<file path="src/rtl/hit_judge.sv">
// Per-lane press/note timing judge with combo-multiplied saturating score.
// Every output is registered, so a judgement appears one cycle after its inputs.
module hit_judge #(
  parameter int LANES   = 4,
  parameter int WINDOW  = 8,
  parameter int HIT_PTS = 10,
  parameter int SCORE_W = 16,
  parameter int COMBO_W = 8
) (
  input  logic               clk,
  input  logic               reset,
  input  logic [LANES-1:0]   press,
  input  logic [LANES-1:0]   note_due,
  output logic [LANES-1:0]   hit_pulse,
  output logic [LANES-1:0]   miss_pulse,
  output logic [SCORE_W-1:0] score,
  output logic [COMBO_W-1:0] combo
);

  localparam int WIN_W = (WINDOW > 2) ? $clog2(WINDOW) : 1;
  localparam int CNT_W = $clog2(LANES + 1);
  localparam int AW    = 32;
  localparam logic [WIN_W-1:0] WMAX = WIN_W'(WINDOW - 1);

  typedef enum logic {
    IDLE,
    ARMED
  } state_e;

  state_e           st_q  [LANES];
  state_e           st_d  [LANES];
  logic [WIN_W-1:0] win_q [LANES];
  logic [WIN_W-1:0] win_d [LANES];

  logic [LANES-1:0]   hit_q, hit_d;
  logic [LANES-1:0]   miss_q, miss_d;
  logic [SCORE_W-1:0] score_q, score_d;
  logic [COMBO_W-1:0] combo_q, combo_d;

  logic [CNT_W-1:0]   h_cnt;
  logic [COMBO_W-1:0] c_shr;
  logic [2:0]         mult;
  logic [AW-1:0]      add_w;
  logic [AW-1:0]      sum_w;
  logic [COMBO_W:0]   c_sum;

  always_comb begin
    for (int i = 0; i < LANES; i++) begin
      st_d[i]   = st_q[i];
      win_d[i]  = win_q[i];
      hit_d[i]  = 1'b0;
      miss_d[i] = 1'b0;
      unique case (st_q[i])
        IDLE: begin
          if (note_due[i] && press[i]) begin
            hit_d[i] = 1'b1;
          end else if (note_due[i]) begin
            st_d[i]  = ARMED;
            win_d[i] = WMAX;
          end else if (press[i]) begin
            miss_d[i] = 1'b1;
          end
        end
        ARMED: begin
          // A fresh note always restarts the window, even on a hit.
          if (press[i] && note_due[i]) begin
            hit_d[i] = 1'b1;
            win_d[i] = WMAX;
          end else if (press[i]) begin
            hit_d[i] = 1'b1;
            st_d[i]  = IDLE;
          end else if (note_due[i]) begin
            miss_d[i] = 1'b1;
            win_d[i]  = WMAX;
          end else if (win_q[i] == '0) begin
            miss_d[i] = 1'b1;
            st_d[i]   = IDLE;
          end else begin
            win_d[i] = win_q[i] - 1'b1;
          end
        end
      endcase
    end
  end

  always_comb begin
    h_cnt = '0;
    for (int i = 0; i < LANES; i++) begin
      h_cnt = h_cnt + CNT_W'(hit_d[i]);
    end
    c_shr = combo_q >> 3;
    mult  = (c_shr >= COMBO_W'(3)) ? 3'd4 : 3'(c_shr) + 3'd1;
    add_w = AW'(h_cnt) * AW'(HIT_PTS) * AW'(mult);
    sum_w = AW'(score_q) + add_w;
    c_sum = {1'b0, combo_q} + (COMBO_W+1)'(h_cnt);

    score_d = (sum_w[AW-1:SCORE_W] != '0) ? '1 : sum_w[SCORE_W-1:0];
    if (|miss_d) begin
      combo_d = '0;
    end else begin
      combo_d = c_sum[COMBO_W] ? '1 : c_sum[COMBO_W-1:0];
    end
  end

  always_ff @(posedge clk or posedge reset) begin
    if (reset) begin
      for (int i = 0; i < LANES; i++) begin
        st_q[i]  <= IDLE;
        win_q[i] <= '0;
      end
      hit_q   <= '0;
      miss_q  <= '0;
      score_q <= '0;
      combo_q <= '0;
    end else begin
      for (int i = 0; i < LANES; i++) begin
        st_q[i]  <= st_d[i];
        win_q[i] <= win_d[i];
      end
      hit_q   <= hit_d;
      miss_q  <= miss_d;
      score_q <= score_d;
      combo_q <= combo_d;
    end
  end

  assign hit_pulse  = hit_q;
  assign miss_pulse = miss_q;
  assign score      = score_q;
  assign combo      = combo_q;

endmodule

</file>
<file path="config.mk">
export PLATFORM = sky130hd
export DESIGN_NAME = hit_judge
export DESIGN_NICKNAME = d
export VERILOG_FILES = /design/src/rtl/hit_judge.sv
export SDC_FILE = /design/constraint.sdc
export NUM_CORES = 1
export LEC_CHECK = 0
export ABC_AREA = 1
export ABC_CLOCK_PERIOD_IN_PS = 4300
export BUFFER_PORTS_ARGS = -buffer_cell sky130_fd_sc_hd__buf_2
export CAP_MARGIN = 5
export CORE_MARGIN = 2
export CORE_UTILIZATION = 40
export DETAILED_ROUTE_END_ITERATION = 10
export SLEW_MARGIN = 20
export SYNTH_ARGS = -nofsm -noshare
export SYNTH_HDL_FRONTEND = slang
export SYNTH_SLANG_ARGS = --single-unit
export TNS_END_PERCENT = 30
</file>
<file path="constraint.sdc">
create_clock -name clk -period 4.3 [get_ports clk]
set_clock_uncertainty 0.1 [all_clocks]
set_input_delay 0.86 -clock clk [delete_from_list [all_inputs] [get_ports clk]]
set_output_delay 0.86 -clock clk [all_outputs]
set_load 0.005 [all_outputs]
</file>
==> summary.txt <==
Outcome
  – Status: finished, violations left
  – Failing checks: setup timing

Drt
  – WL/cell: 12.34 µm
  – Drt pass-1 iters: 4
  – Routed vias: 3,382
  – Via-to-Cell Ratio: 4.763
  – Total wire length: 8759 µm
  – Iteration-0 DRC count of the detailed router: 127
  – DRC Markers: 0
  – Routed Antenna Nets: 0

Pwr
  – Max VDD drop: 0.1767 mV
  – Power per standard cell area: 403.4 nW/µm²
  – Total power: 1977 µW
  – Leakage: 0.002838 µW

Global route
  – Vias in the first global route: 3,191
  – GRT Residual Overflow: 0
  – Largest net degree at the start of global routing: 49
  – Initial antenna violation count: 0
  – Total GRT Usage: 17.74%
  – First-pass GRT wire length: 14,230 µm

STA
  – Transition time of the tightest slew-check pin: 881.1 ps
  – Final worst-path cycle share: 112.8%
  – WHS: 372.5 ps
  – Hold violation count in the final report: 0
  – Final Slew Violations: 0
  – Final setup vio count: 16
  – Tmin final: 4850 ps
  – Rel. slew slack: 41.19%
  – Achievable Freq: 206.2 MHz
  – Setup ws final: -550.3 ps
  – RSZ-0062 raised after global routing: yes

Layout
  – Most common cell after layout, fill and taps aside: nand2_1
  – Final std cell area, no fill: 4901 µm²
  – Register area: 1201 µm²
  – Diode count: 0
  – Finished Layout Cells: 710
  – Area of the multi-input gates: 2320 µm²
  – Fin nets: 650
  – Commonest non-fill, non-tap cells in the layout: 106 x nand2_1, 103 x inv_1, 56 x buf_4
  – Proportion of layout cells with a drive suffix above 1: 32.72%
  – Area Growth Syn to Fin: 34.28%
  – Number of fillers in the final layout: 808

Floorplanning
  – Row count: 34
  – # IOs: 42
  – Die Ht: 99.52 µm
  – Core area: 8806 µm²
  – Die area: 9904 µm²
  – Die Width: 99.52 µm
  – Starting Density: 41.45%

Yosys
  – Gate Count Post-Synth: 496
  – FFs w/ async S/R, synth: 100.0%
  – Yosys top cell area share: 32.91%
  – Syn nets: 545
  – Flop and latch count out of synthesis: 48
  – Dominant cell type by area after synthesis: dfrtp_1
  – Yosys warns: 0
  – Post-Synthesis Cell Area: 3650 µm²
  – Synth cell types: 33
  – Main flop type after synthesis: dfrtp_1
  – Seq/Total Area, Yosys: 32.91%
  – Post-Synthesis Mean Instance Area: 7.358 µm²
  – Top cells by area, synth: dfrtp_1 33%, nand2_1 13%, inv_1 12%
  – Number of flops mapped to enable cells by yosys: 0

Worst setup path
  – CP Capture Type: register
  – Worst EP required: 4400 ps
  – Worst path cell trace: buf_8 -> o21ai_4 -> inv_2 -> fa_1 -> ha_4 -> buf_12 -> xor2_4 -> nand2_2 -> fa_1 -> inv_1 -> ha_2 -> fa_2 -> nand3_2 -> nand2_2 -> xnor2_2 -> inv_2 -> ha_4 -> nand2_4 -> inv_4 -> a21oi_4 -> nand2_2 -> a21oi_4 -> buf_6 -> nand3b_1
  – Crit Path Category: in2reg
  – Maximum fanout along the worst path: 5
  – Crit path top cell by count: nand2_2
  – Critical Path Source Type: primary input
  – Crit-path slowest cell: fa_1
  – Critical Path Max Stage Delay: 520 ps
  – R2r setup slk: -330 ps
  – Arr. time, crit path: 4950 ps
  – Buf+Inv Stages, Crit Path: 7
  – Largest delay contributor family on the critical path: adder cells

Clock tree
  – Skew-Pair Late Insertion Delay: 310 ps
  – CTS Buf Count: 5
  – Clock-pin slew of the registers on the worst-case setup and hold paths: 100 ps
  – H-tree depth: 2
  – Clock tree sinks: 48
  – Clock Path Buffers: 2
  – Root buffer cell: clkbuf_8
  – CTS tree: built
  – Hold-fix buffers, CTS: 0

Placement
  – Placer Congestion: 0.9100
  – Placement Cell Area: 4498 µm²
  – Placed insts: 697
  – Post-DP HPWL: 6633 µm
  – I/O Buffers: 41

Worst hold path
  – Hold Crit Class: reg2reg

Run
  – Max cap viols: 0
## where the power goes
part	switching, µW	internal, µW
Combinational	542	466
Clock	171	191
Sequential	64.9	544
Total	777	1200
## routing by layer
layer	GRT usage, %	share of wire [%]
met2	28.12	47
met1	24.93	49
met4	5.374	1.2
met5	0	0
met3	3.022	3.2
## registers in the layout (all words and copies together) (netlist names)
signal and flops:
miss_pulse 4, st_q 4, hit_pulse 4, combo 8, score 16, win_q 12
## synthesized netlist by cell type (2+ instances only)
cell type	count
xor2_1	10
o21ai_0	10
and2_1	2
ha_1	31
inv_1	112
fa_1	8
a22oi_1	2
nand3_1	47
o21bai_1	2
nand4_1	7
xnor2_1	3
nand2_2	8
nor2_2	3
a31oi_1	4
dfrtp_1	48
nand3_2	4
nor3_1	2
nor2_1	33
a21oi_4	2
a21oi_1	17
nand2_1	128
a21o_1	2
## what timing repair did
action                                  CTS  global route
pin swaps                                27            27
endpoints found under the setup margin   16            16
setup buffers                             3             3
gates resized for setup                  20            44
## area by class of cell
| type | count | share of cell area [%] |
|---|---|---|
| timing repair buffer | 101 | 14.19 |
| clock buffer | 6 | 1.685 |
| inverter | 113 | 8.731 |
| tap | 108 | 2.757 |
| multi-input combinational | 332 | 47.33 |
| sequential | 48 | 24.51 |
| clock inverter | 2 | 0.7914 |
## logic make-up (layout without fill, tap and decap cells)
kind of cell / after synthesis / in the layout / synth area share (%)
DFF: 48 / 48 / 32.91
AOI/OAI and AO/OA: 41 / 41 / 6.959
buffers and inverters: 116 / 222 / 12.62
and+or+nand+nor: 239 / 239 / 29.38
xor gates and xnor gates: 13 / 13 / 3.120
adders and majority gates: 39 / 39 / 15.02
## metrics by stage
step	TNS, ps	utilization (%)	worst slack (ps)
after floorplan	-6633	-	-484.0
after global placement	-11890	51.08	-784.0
after detailed placement	-12750	51.08	-849.6
after CTS	-6653	53.51	-444.8
after global routing	-10400	55.66	-677.6
final	-8082	55.66	-550.3
## path summary, 6_finish.rpt
path | end | startpoint | depth (start not counted)
worst max-delay path | score[9] | note_due[1] | 24
worst min-delay path | score[0] | score[0] | 2
worst max register to register | score[9] | st_q[2] | 23
worst min register to register | score[0] | score[0] | 2
max in group asynchronous | combo[2] | reset | 2
min in group asynchronous | st_q[0] | reset | 2
## tightest hold or removal path: stages (launching register included)
cell	delay, ps
dfrtp_1	350
inv_1	50
nand2_2	50
(Power assumes the default switching activity.)
